**config.mk**
```make
export PLATFORM = sky130hd
export DESIGN_NAME = field_fetch
export DESIGN_NICKNAME = d
export VERILOG_FILES = /design/src/rtl/field_fetch.sv
export SDC_FILE = /design/constraint.sdc
export NUM_CORES = 1
export LEC_CHECK = 0
export ABC_AREA = 0
export CAP_MARGIN = 10
export CORE_MARGIN = 5
export CORE_UTILIZATION = 44
export CTS_CLUSTER_DIAMETER = 80
export CTS_CLUSTER_SIZE = 8
export DETAILED_ROUTE_END_ITERATION = 16
export GPL_TIMING_DRIVEN = 0
export MAX_ROUTING_LAYER = met4
export PLACE_DENSITY = 0.8
export SYNTH_ARGS = -nofsm -noshare
export SYNTH_HDL_FRONTEND = slang
export SYNTH_SLANG_ARGS = --single-unit
```
**constraint.sdc**
```tcl
create_clock -name clk -period 2.2 [get_ports clk]
set_clock_uncertainty 0.1 [all_clocks]
set_input_delay 0.44 -clock clk [delete_from_list [all_inputs] [get_ports clk]]
set_output_delay 0.44 -clock clk [all_outputs]
set_load 0.05 [all_outputs]
```
**src/rtl/field_fetch.sv**
```systemverilog
// MIX operand field fetch: reads one memory word, masks bytes L..R and the sign, and right-aligns the field.
// Define FIELD_FETCH_CHECK_EN to reject fields with L>R or R>5 without a memory read (field_err=1).
module field_fetch (
  input  logic        clk,
  input  logic        rst,
  input  logic        start,
  input  logic [11:0] addr,
  input  logic [5:0]  field,
  output logic        busy,
  output logic        mem_rd,
  output logic [11:0] mem_addr,
  input  logic        mem_ack,
  input  logic [30:0] mem_data,
  output logic        out_valid,
  input  logic        out_ready,
  output logic [30:0] operand,
  output logic        field_err
);

  typedef enum logic [1:0] {IDLE, READ, SHIFT, HOLD} state_t;

  state_t      state, state_nx;
  logic [11:0] addr_q, addr_nx;
  logic [5:0]  field_q, field_nx;
  logic [30:0] word_q, word_nx;
  logic [2:0]  cnt_q, cnt_nx;
  logic        err_q, err_nx;

  logic [2:0]  fl, fr, l_eff, r_eff;
  logic [30:0] masked;
  logic        field_bad;

  assign fl    = field_q[5:3];
  assign fr    = field_q[2:0];
  // Byte positions run 1..5; L=0 only selects the sign, and R above 5 saturates.
  assign l_eff = (fl == 3'd0) ? 3'd1 : fl;
  assign r_eff = (fr > 3'd5) ? 3'd5 : fr;

`ifdef FIELD_FETCH_CHECK_EN
  assign field_bad = (field[5:3] > field[2:0]) || (field[2:0] > 3'd5);
`else
  assign field_bad = 1'b0;
`endif

  always_comb begin
    masked     = '0;
    masked[30] = mem_data[30] & (fl == 3'd0);
    for (int i = 1; i <= 5; i++) begin
      if (3'(i) >= l_eff && 3'(i) <= r_eff)
        masked[6*(5-i) +: 6] = mem_data[6*(5-i) +: 6];
    end
  end

  always_comb begin
    // NOTE: every signal gets a default before the case so no path infers a latch.
    state_nx = state;
    addr_nx  = addr_q;
    field_nx = field_q;
    word_nx  = word_q;
    cnt_nx   = cnt_q;
    err_nx   = err_q;
    case (state)
      IDLE: begin
        if (start) begin
          addr_nx  = addr;
          field_nx = field;
          word_nx  = '0;
          cnt_nx   = 3'd0;
          err_nx   = field_bad;
          state_nx = field_bad ? HOLD : READ;
        end
      end
      READ: begin
        if (mem_ack) begin
          word_nx = masked;
          if (r_eff == 3'd5) begin
            state_nx = HOLD;
          end else begin
            cnt_nx   = 3'd5 - r_eff;
            state_nx = SHIFT;
          end
        end
      end
      SHIFT: begin
        word_nx = {word_q[30], 6'd0, word_q[29:6]};
        cnt_nx  = cnt_q - 3'd1;
        if (cnt_q == 3'd1) state_nx = HOLD;
      end
      HOLD: begin
        if (out_ready) begin
          err_nx   = 1'b0;
          state_nx = IDLE;
        end
      end
      default: state_nx = IDLE;
    endcase
  end

  // NOTE: sequential state uses non-blocking assignments so all registers update together.
  always_ff @(posedge clk or posedge rst) begin
    if (rst) begin
      state   <= IDLE;
      addr_q  <= '0;
      field_q <= '0;
      word_q  <= '0;
      cnt_q   <= '0;
      err_q   <= 1'b0;
    end else begin
      state   <= state_nx;
      addr_q  <= addr_nx;
      field_q <= field_nx;
      word_q  <= word_nx;
      cnt_q   <= cnt_nx;
      err_q   <= err_nx;
    end
  end

  assign busy      = (state != IDLE);
  assign mem_rd    = (state == READ);
  assign mem_addr  = addr_q;
  assign out_valid = (state == HOLD);
  assign operand   = out_valid ? word_q : '0;

`ifdef FIELD_FETCH_CHECK_EN
  assign field_err = out_valid & err_q;
`else
  assign field_err = 1'b0;
`endif

endmodule

```
### After elaboration in Yosys (flattened, before gate mapping)

Index checks and enable logic that the tools add are counted.

| storage, ports and cells | value |
|---|---|
| memory bits (writable) | 0 |
| output and inout port bits | 47 |
| ROM bits | 0 |
| latch bits | 0 |
| memories | 0 |
| logic and storage cells | 67 |
| bits of input ports | 54 |
| register bits | 54 |

| operators by class | value |
|---|---|
| div/mod/pow operators | 0 |
| reduce and logical (&&, ||, !) cells | 15 |
| equal/unequal tests | 10 |
| shift operators | 0 |
| mux-type cells | 21 |
| $mul | 0 |
| add/subtract/negate cells | 2 |
| bitwise gates (word level) | 2 |
| order comparisons | 11 |

Operators by type and width:

| cell | count |
|---|---|
| 31-bit 2-to-1 mux | 3 |
| 31-bit case mux with 3 select lines | 1 |
| 6-bit 2-to-1 mux | 5 |
| 3-bit 2-to-1 mux | 5 |
| 4-bit AND reduction | 3 |
| 3-bit case mux with 3 select lines | 1 |
| 2-bit 2-to-1 mux | 4 |
| 2-bit case mux with 4 select lines | 1 |
| 2-bit by 3-bit >= comparator with 1-bit output, first input constant | 2 |
| 3-bit >= comparator, first input constant | 2 |
| 2-bit by 3-bit less-or-equal comparator with 1-bit output, first input constant | 2 |
| 3-bit less-or-equal comparator, first input constant | 2 |
| 2-bit != test, second input constant | 3 |
| 1-bit logical AND | 5 |
| 2-bit equality test, second input constant | 2 |
| 2-bit by 1-bit != test with 1-bit output, second input constant | 2 |
| 2-bit nonzero test | 2 |
| 3-bit by 1-bit equality test with 1-bit output, second input constant | 1 |
| 3-bit equality test, second input constant | 1 |
| 1-bit by 3-bit >= comparator with 1-bit output, first input constant | 1 |
| 3-bit greater-than comparator, second input constant | 1 |
| 1-bit by 3-bit less-or-equal comparator with 1-bit output, first input constant | 1 |
| 3-bit logical NOT | 1 |
| 3-bit AND reduction | 1 |
| other kinds (9) | 9 |

### Depth between registers and ports, before layout

Gate-level depths: netlist (run 1).

| depth | value |
|---|---|
| word-level depth | 7 |
| gate-level depth with buffers | 8 |
| mapped depth without buffers | 6 |

### Least setup slack after synthesis (run 1)

No wires, ideal clock.

| timing path | value |
|---|---|
| kind | register -> register |
| start | reg state[1] |
| end | reg word_q[0] |
| library setup time | 126 ps |
| stages on the path, launching flop included | 8 |
| data required time | 1974 ps |
| arrival | 2040 ps |
| path slack | -66 ps |
| period minus slack after synthesis | 2266 ps |
| buffers on the path | 2 |
| cells stage by stage | dfrtp_1 inv_1 ha_1 nor2b_1 or3_1 buf_2 buf_2 a221o_1 |

| between the ends | value |
|---|---|
| longest elaborated chain between the ends | 3 |
| elaborated cells between the ends (all ways) | 8 |
| those cells by class | 4 x eq/ne; 1 x mux; 3 x reduce/logical |

RTL lines:

| what | RTL line | source |
|---|---|---|
| from (decl) | 22 | `state_t state, state_nx;` |
| from (signal assigned) | 109 | `state <= state_nx;` |
| 2-bit by 1-bit equality test with 1-bit output * | -- |  |
| named net mem_rd | 10 | `output logic mem_rd,` |
| 2-bit by 1-bit != test with 1-bit output (no source line) / 3-bit nonzero test (equally long branches) | -- |  |
| 3-bit AND reduction (no source line) | -- |  |
| to (signal assigned) | 112 | `word_q <= word_nx;` |
| to (decl) | 25 | `logic [30:0] word_q, word_nx;` |

The timed path passes the listed nets; every way through them passes the cells marked *.
A chain may end at the register's enable or synchronous reset.

### Final worst setup path (run 1)

| timing path | value |
|---|---|
| start | reg state[1] |
| end | out operand[7] |

| between the ends | value |
|---|---|
| longest elaborated chain between the ends | 2 |

RTL lines:

| what | RTL line | source |
|---|---|---|
| 2-bit equality test | -- |  |
| 31-bit 2-to-1 mux | 122 | `assign operand = out_valid ? word_q : '0;` |
| to (decl) | 16 | `output logic [30:0] operand,` |

No other way between the ends.

==> results.sh, run 1 <==
export IMPL_synth_nets=321
export IMPL_p_leak_uw=0.00182
export IMPL_via_per_inst=5.30
export IMPL_fin_crit_sh=1.00
export IMPL_synth_area_leaders="dfrtp_1 50%, mux2_2 8.3%, and2_1 7.4%"
export IMPL_hold_class="input port to async pin"
export IMPL_track_usage=0.203
export IMPL_crit_type="flop to output pin"
export IMPL_utilization=0.680
export IMPL_synth_seq_area_share=0.497
export IMPL_first_pass_iters=4
export IMPL_stdcell_area_um2=4050
export IMPL_synth_mux_area_frac=0.0829
export IMPL_top_usage_layer="met2"
export IMPL_drt_wl_total_mm=7.65
export IMPL_pre_cts_slack_ns=-0.433
export IMPL_gr_usage_met1=0.258
export IMPL_max_stage_delay_ns=0.41
export IMPL_clock_sinks=54
export IMPL_clock_tree_root_cell="clkbuf_8"
export IMPL_synth_adder_area_share=0.0368
export IMPL_clk_pin_slew_worst_paths_ns=0.10
export IMPL_timing_critical_path_buf_inv=2
export IMPL_design_die_area_um2=7850
export IMPL_finalNonFillerCells=453
export IMPL_outcome="finished, violations left"
export IMPL_placed_cells=434
export IMPL_area_delta_synth_final_pct=49.1
export IMPL_synth_compound_area_frac=0.179
export IMPL_final_common_cell="clkdlybuf4s50_1"
export IMPL_antenna_found_initial=0
export IMPL_syn_inst=259
export IMPL_grt_pass1_vias=2482
export IMPL_cap_violations=0
export IMPL_fin_nets=439
export IMPL_final_cell_mix="65 x clkdlybuf4s50_1, 54 x dfrtp_1, 34 x buf_4, 32 x and2_1, 26 x nand2_1"
export IMPL_antenna_left=0
export IMPL_die_y_um=88.6
export IMPL_slew_viol_final=0
export IMPL_tritoncts="built"
export IMPL_insertion_delay_ns=0.31
export IMPL_use_met2=0.324
export IMPL_place_area_um2=3830
export IMPL_setup_violations=3
export IMPL_drtIter0Drc=127
export IMPL_rsz0062_at_grt="yes"
export IMPL_min_period_ns=2.20
export IMPL_vias=2401
export IMPL_clk_path_buf_depth=2
export IMPL_fin_tns_setup_ns=-0.00241
export IMPL_htree_num_levels=2
export IMPL_synth_largest_area_cell="dfrtp_1"
export IMPL_crit_path_cell_trace="ha_2 > clkbuf_2 > and2_1 > buf_2"
export IMPL_end_kind="output pin"
export IMPL_p_per_area_nw_per_um2=1280
export IMPL_drive_above_1_share=0.251
export IMPL_cp_data_arrival_time_ns=1.66
export IMPL_core_area_um2=5960
export IMPL_place_gp_congestion=0.860
export IMPL_yosys_warnings=0
export IMPL_wire_per_inst_um=16.9
export IMPL_startpoint_type="flop"
export IMPL_dp_hpwl_mm=5.65
export IMPL_violations="negative setup slack"
export IMPL_pin_count=101
export IMPL_crit_required_ns=1.66
export IMPL_cts_buffers=5
export IMPL_worst_pin_slew_ns=0.649
export IMPL_grt_pass1_wl_mm=11.9
export IMPL_io_buffers=99
export IMPL_crit_family="buffers and inverters"
export IMPL_relSlewSlack=0.566
export IMPL_avgSynthCellArea_um2=10.5
export IMPL_die_x_um=88.6
export IMPL_std_cell_rows=28
export IMPL_critical_path_max_fanout=10
export IMPL_synthSimpleGateAreaFrac=0.168
export IMPL_synth_top_family_by_area="compound AO/OA/AOI/OAI gates"
export IMPL_fin_ws_ns=-0.00136
export IMPL_ys_ff_latch=54
export IMPL_mappedNetlistArea_um2=2720
export IMPL_yosysUniqueCellTypes=32
export IMPL_drcViolationCount=0
export IMPL_r2r_slack_ns=-0.001
export IMPL_synth_xor_area_frac=0
export IMPL_synth_top_area_share=0.497
export IMPL_crit_path_top_delay_cell="dfrtp_1"
export IMPL_gr_usage_met3=0.0512
export IMPL_hold_viol=0
export IMPL_fmax_ghz=0.454
export IMPL_grt_max_degree=43
export IMPL_start_util=0.456
export IMPL_grt_overflow=0
export IMPL_antenna_cells=0
export IMPL_ir_drop_v=0.00101
[logic make-up (layout without fill, tap and decap cells)]
kind of cell,Yosys count,after routing
mux,20,20
simple gates,84,84
fa+ha+maj,8,8
compound gates,68,68
flops,54,54
buf+inv,24,143
other cells,1,1
[cells in the mapped netlist]
cell type  instances
a22o_1             5
nor2b_1            3
o22ai_1            1
buf_4              1
and2_1            32
ha_1               8
nand2_1           26
buf_2              2
or3b_1             1
and3_1             7
nand2b_1           6
o21ai_0           22
buf_1              1
clkbuf_1          11
inv_1              9
o21ai_1            2
nand4b_1           1
conb_1             1
o31ai_1            4
a21oi_1            3
nor2_1             5
or3_1              1
nor4b_1            1
o2111ai_1          1
a221o_1            6
a2111oi_4          1
mux2_2            20
a2111oi_0          1
nor4_1             1
a211oi_1           2
a22oi_1           20
dfrtp_1           54
[layer usage]
metal  part of all wire  wire length [um]
met5                  0                 0
met4              0.015               114
met3              0.092               700
met2               0.47              3620
met1               0.42              3210
[worst paths after layout]
path | startpoint | end | cells after the start
worst max-delay path | state[1]$_DFFE_PP0P_ | operand[7] | 4
worst min-delay path | rst | mem_addr[8]$_DFFE_PP0P_ | 2
worst max register to register | state[0]$_DFFE_PP0P_ | word_q[28]$_DFFE_PP0P_ | 7
worst min register to register | cnt_q[1]$_DFFE_PP0P_ | cnt_q[1]$_DFFE_PP0P_ | 2
max in group asynchronous | rst | word_q[22]$_DFFE_PP0P_ | 3
min in group clk | cnt_q[1]$_DFFE_PP0P_ | cnt_q[1]$_DFFE_PP0P_ | 2
[metrics by stage]
stage	power [uW]	hold WS, ns
after floorplan	3280	0.356
after global placement	4070	0.376
after detailed placement	4140	0.388
after CTS	4900	0.315
after global routing	5500	0.324
final	5190	0.302
[state kept, by name (all words and copies together) (netlist names)]
register	count
mem_addr	12
word_q	31
cnt_q	3
field_q	6
state	2
[report_power, final]
part / total, uW / switching, uW / leakage, uW / internal, uW
Sequential: 1540 / 246 / 0.000707 / 1290
Clock: 625 / 335 / 0.0000544 / 289
Combinational: 3030 / 1760 / 0.00106 / 1270
Total: 5190 / 2340 / 0.00182 / 2850
[layout make-up]
type                            count  area (um2)
Buffer                             15        91.3
Clock buffer                        7        96.3
Clock inverter                      1        8.76
Fill cell                         458        1900
Inverter                            9        33.8
Multi-Input combinational cell    181        1330
Sequential cell                    54        1350
Tap cell                           75        93.8
Timing Repair Buffer              111        1050
[what timing repair did]
item,CTS,global route
setup endpoints to repair,48,72
setup buffers,5,5
cloned,0,1
resized for setup,196,24
hold buffers,0,0
pin swaps,2,11
Power figures use the tool's default switching activity.
==> inputs of run 2 (changes only) <==
Settings changed: CTS_CLUSTER_SIZE 8 to 14, SLEW_MARGIN from default to 20.
==> results.sh, run 2 (synthesis gave the netlist of run 1 again) <==
export IMPL_min_period_ns=2.22
export IMPL_fin_ws_ns=-0.0173
export IMPL_core_area_um2=5960
export IMPL_crit_path_top_delay_cell="nor4b_2"
export IMPL_end_kind="flop"
export IMPL_slew_viol_final=0
export IMPL_critical_path_max_fanout=7
export IMPL_vias=2380
export IMPL_start_util=0.456
export IMPL_insertion_delay_ns=0.31
export IMPL_grt_pass1_wl_mm=12.3
export IMPL_via_per_inst=5.29
export IMPL_dp_hpwl_mm=5.79
export IMPL_rsz0062_at_grt="yes"
export IMPL_track_usage=0.208
export IMPL_violations="negative setup slack"
export IMPL_finalNonFillerCells=450
export IMPL_crit_family="simple AND/OR/NAND/NOR gates"
export IMPL_drcViolationCount=0
export IMPL_fmax_ghz=0.451
export IMPL_hold_buffers=0
export IMPL_cp_data_arrival_time_ns=2.37
export IMPL_antenna_cells=0
export IMPL_clock_sinks=54
export IMPL_drt_wl_total_mm=7.80
export IMPL_clock_tree_root_cell="clkbuf_8"
export IMPL_pre_cts_slack_ns=-0.441
export IMPL_outcome="finished, violations left"
export IMPL_antenna_left=0
export IMPL_grt_pass1_vias=2556
export IMPL_hold_class="flop to flop"
export IMPL_p_leak_uw=0.00179
export IMPL_timing_critical_path_buf_inv=2
export IMPL_design_die_area_um2=7850
export IMPL_max_stage_delay_ns=0.62
export IMPL_grt_max_degree=33
export IMPL_crit_path_cell_trace="buf_4 > inv_1 > ha_4 > nor2b_1 > nor4b_2 > and2_1 > a22o_1"
export IMPL_die_x_um=88.6
export IMPL_htree_num_levels=2
export IMPL_place_gp_congestion=0.860
export IMPL_die_y_um=88.6
export IMPL_relSlewSlack=0.522
export IMPL_worst_pin_slew_ns=0.716
export IMPL_wire_per_inst_um=17.3
export IMPL_final_cell_mix="65 x clkdlybuf4s50_1, 54 x dfrtp_1, 32 x and2_1, 32 x buf_4, 26 x nand2_1"
export IMPL_largest_register="word_q"
export IMPL_antenna_found_initial=0
export IMPL_drtIter0Drc=118
export IMPL_area_delta_synth_final_pct=46.7
export IMPL_startpoint_type="flop"
export IMPL_hold_viol=0
export IMPL_fin_crit_sh=1.01
export IMPL_first_pass_iters=4
export IMPL_setup_violations=5
export IMPL_fin_nets=437
export IMPL_fin_hold_ws_ns=0.407
export IMPL_clk_pin_slew_worst_paths_ns=0.09
export IMPL_pin_count=101
export IMPL_r2r_slack_ns=-0.02
export IMPL_cts_buffers=5
export IMPL_largest_reg_flops=31
export IMPL_crit_required_ns=2.35
export IMPL_drive_above_1_share=0.243
export IMPL_crit_type="flop to flop"
export IMPL_final_common_cell="clkdlybuf4s50_1"
export IMPL_ir_drop_v=0.00111
export IMPL_std_cell_rows=28
export IMPL_placed_cells=434
export IMPL_grt_overflow=0
export IMPL_p_per_area_nw_per_um2=1260
export IMPL_io_buffers=99
export IMPL_tritoncts="built"
export IMPL_clk_path_buf_depth=2
export IMPL_cap_violations=0
run 2: changes by cell type in the layout (fill, tap and decap cells not counted), sizes merged:
cell / before / now
clkbuf: 18 / 15
clkinv: 1 / 0
clkinvlp: 0 / 1
run 2: worst paths after layout:
path / cells after the start / start / endpoint
min in group asynchronous: 2 / rst / mem_addr[8]$_DFFE_PP0P_
max in group asynchronous: 3 / rst / word_q[5]$_DFFE_PP0P_
setup / recovery: 7 / state[0]$_DFFE_PP0P_ / word_q[27]$_DFFE_PP0P_
hold / removal: 1 / word_q[30]$_DFFE_PP0P_ / word_q[30]$_DFFE_PP0P_
hold reg to reg: 1 / word_q[30]$_DFFE_PP0P_ / word_q[30]$_DFFE_PP0P_
setup reg to reg: 7 / state[0]$_DFFE_PP0P_ / word_q[27]$_DFFE_PP0P_
run 2: layout make-up:
cell class	count	area, um2
clock buffer	6	72.6
inverter	9	33.8
sequential	54	1350
fill	478	1970
clock inverter	1	7.51
buffer	15	86.3
timing repair buffer	109	1010
tap	75	93.8
multi-input combinational	181	1330
run 2: per-stage QoR:
step	util	TNS, ns	cell area, um2	power [uW]
5_1_grt	0.670	-2.83	3990	5330
2_1_floorplan	-	0	2720	3280
6_report	0.670	-0.0500	3990	5040
3_3_place_gp	0.639	-48.89	3810	4070
3_5_place_dp	0.644	-16.29	3830	4150
4_1_cts	0.654	-0.0162	3890	4820
run 2: worst register-to-register path: cells and delay by family, from the launching register on:
kind                       cells  cell delay, ns
buffers and inverters          2            0.21
adders and majority gates      1            0.19
DFF                            1            0.37
and+or+nand+nor                3            1.12
AOI/OAI and AO/OA              1            0.17
run 2: where the power goes:
group          internal [uW]  switching (uW)  total (uW)
registers               1300             248        1540
clock network            219             319         539
logic                   1200            1760        2950
run 2: what timing repair did:
action                     in CTS  in global routing
setup endpoints to repair      49                 74
gates resized for setup       192                 25
setup buffers                   5                  4
cloned                          0                  0
pin swaps                       2                  2
run 2: routing by layer:
metal / up-vias / routed length (um) / track usage
met5: - / 0 / -
met4: 0 / 78 / 0.0591
met3: 8 / 696 / 0.0559
met2: 99 / 3730 / 0.328
met1: 1123 / 3290 / 0.264
li1: 1150 / - / -
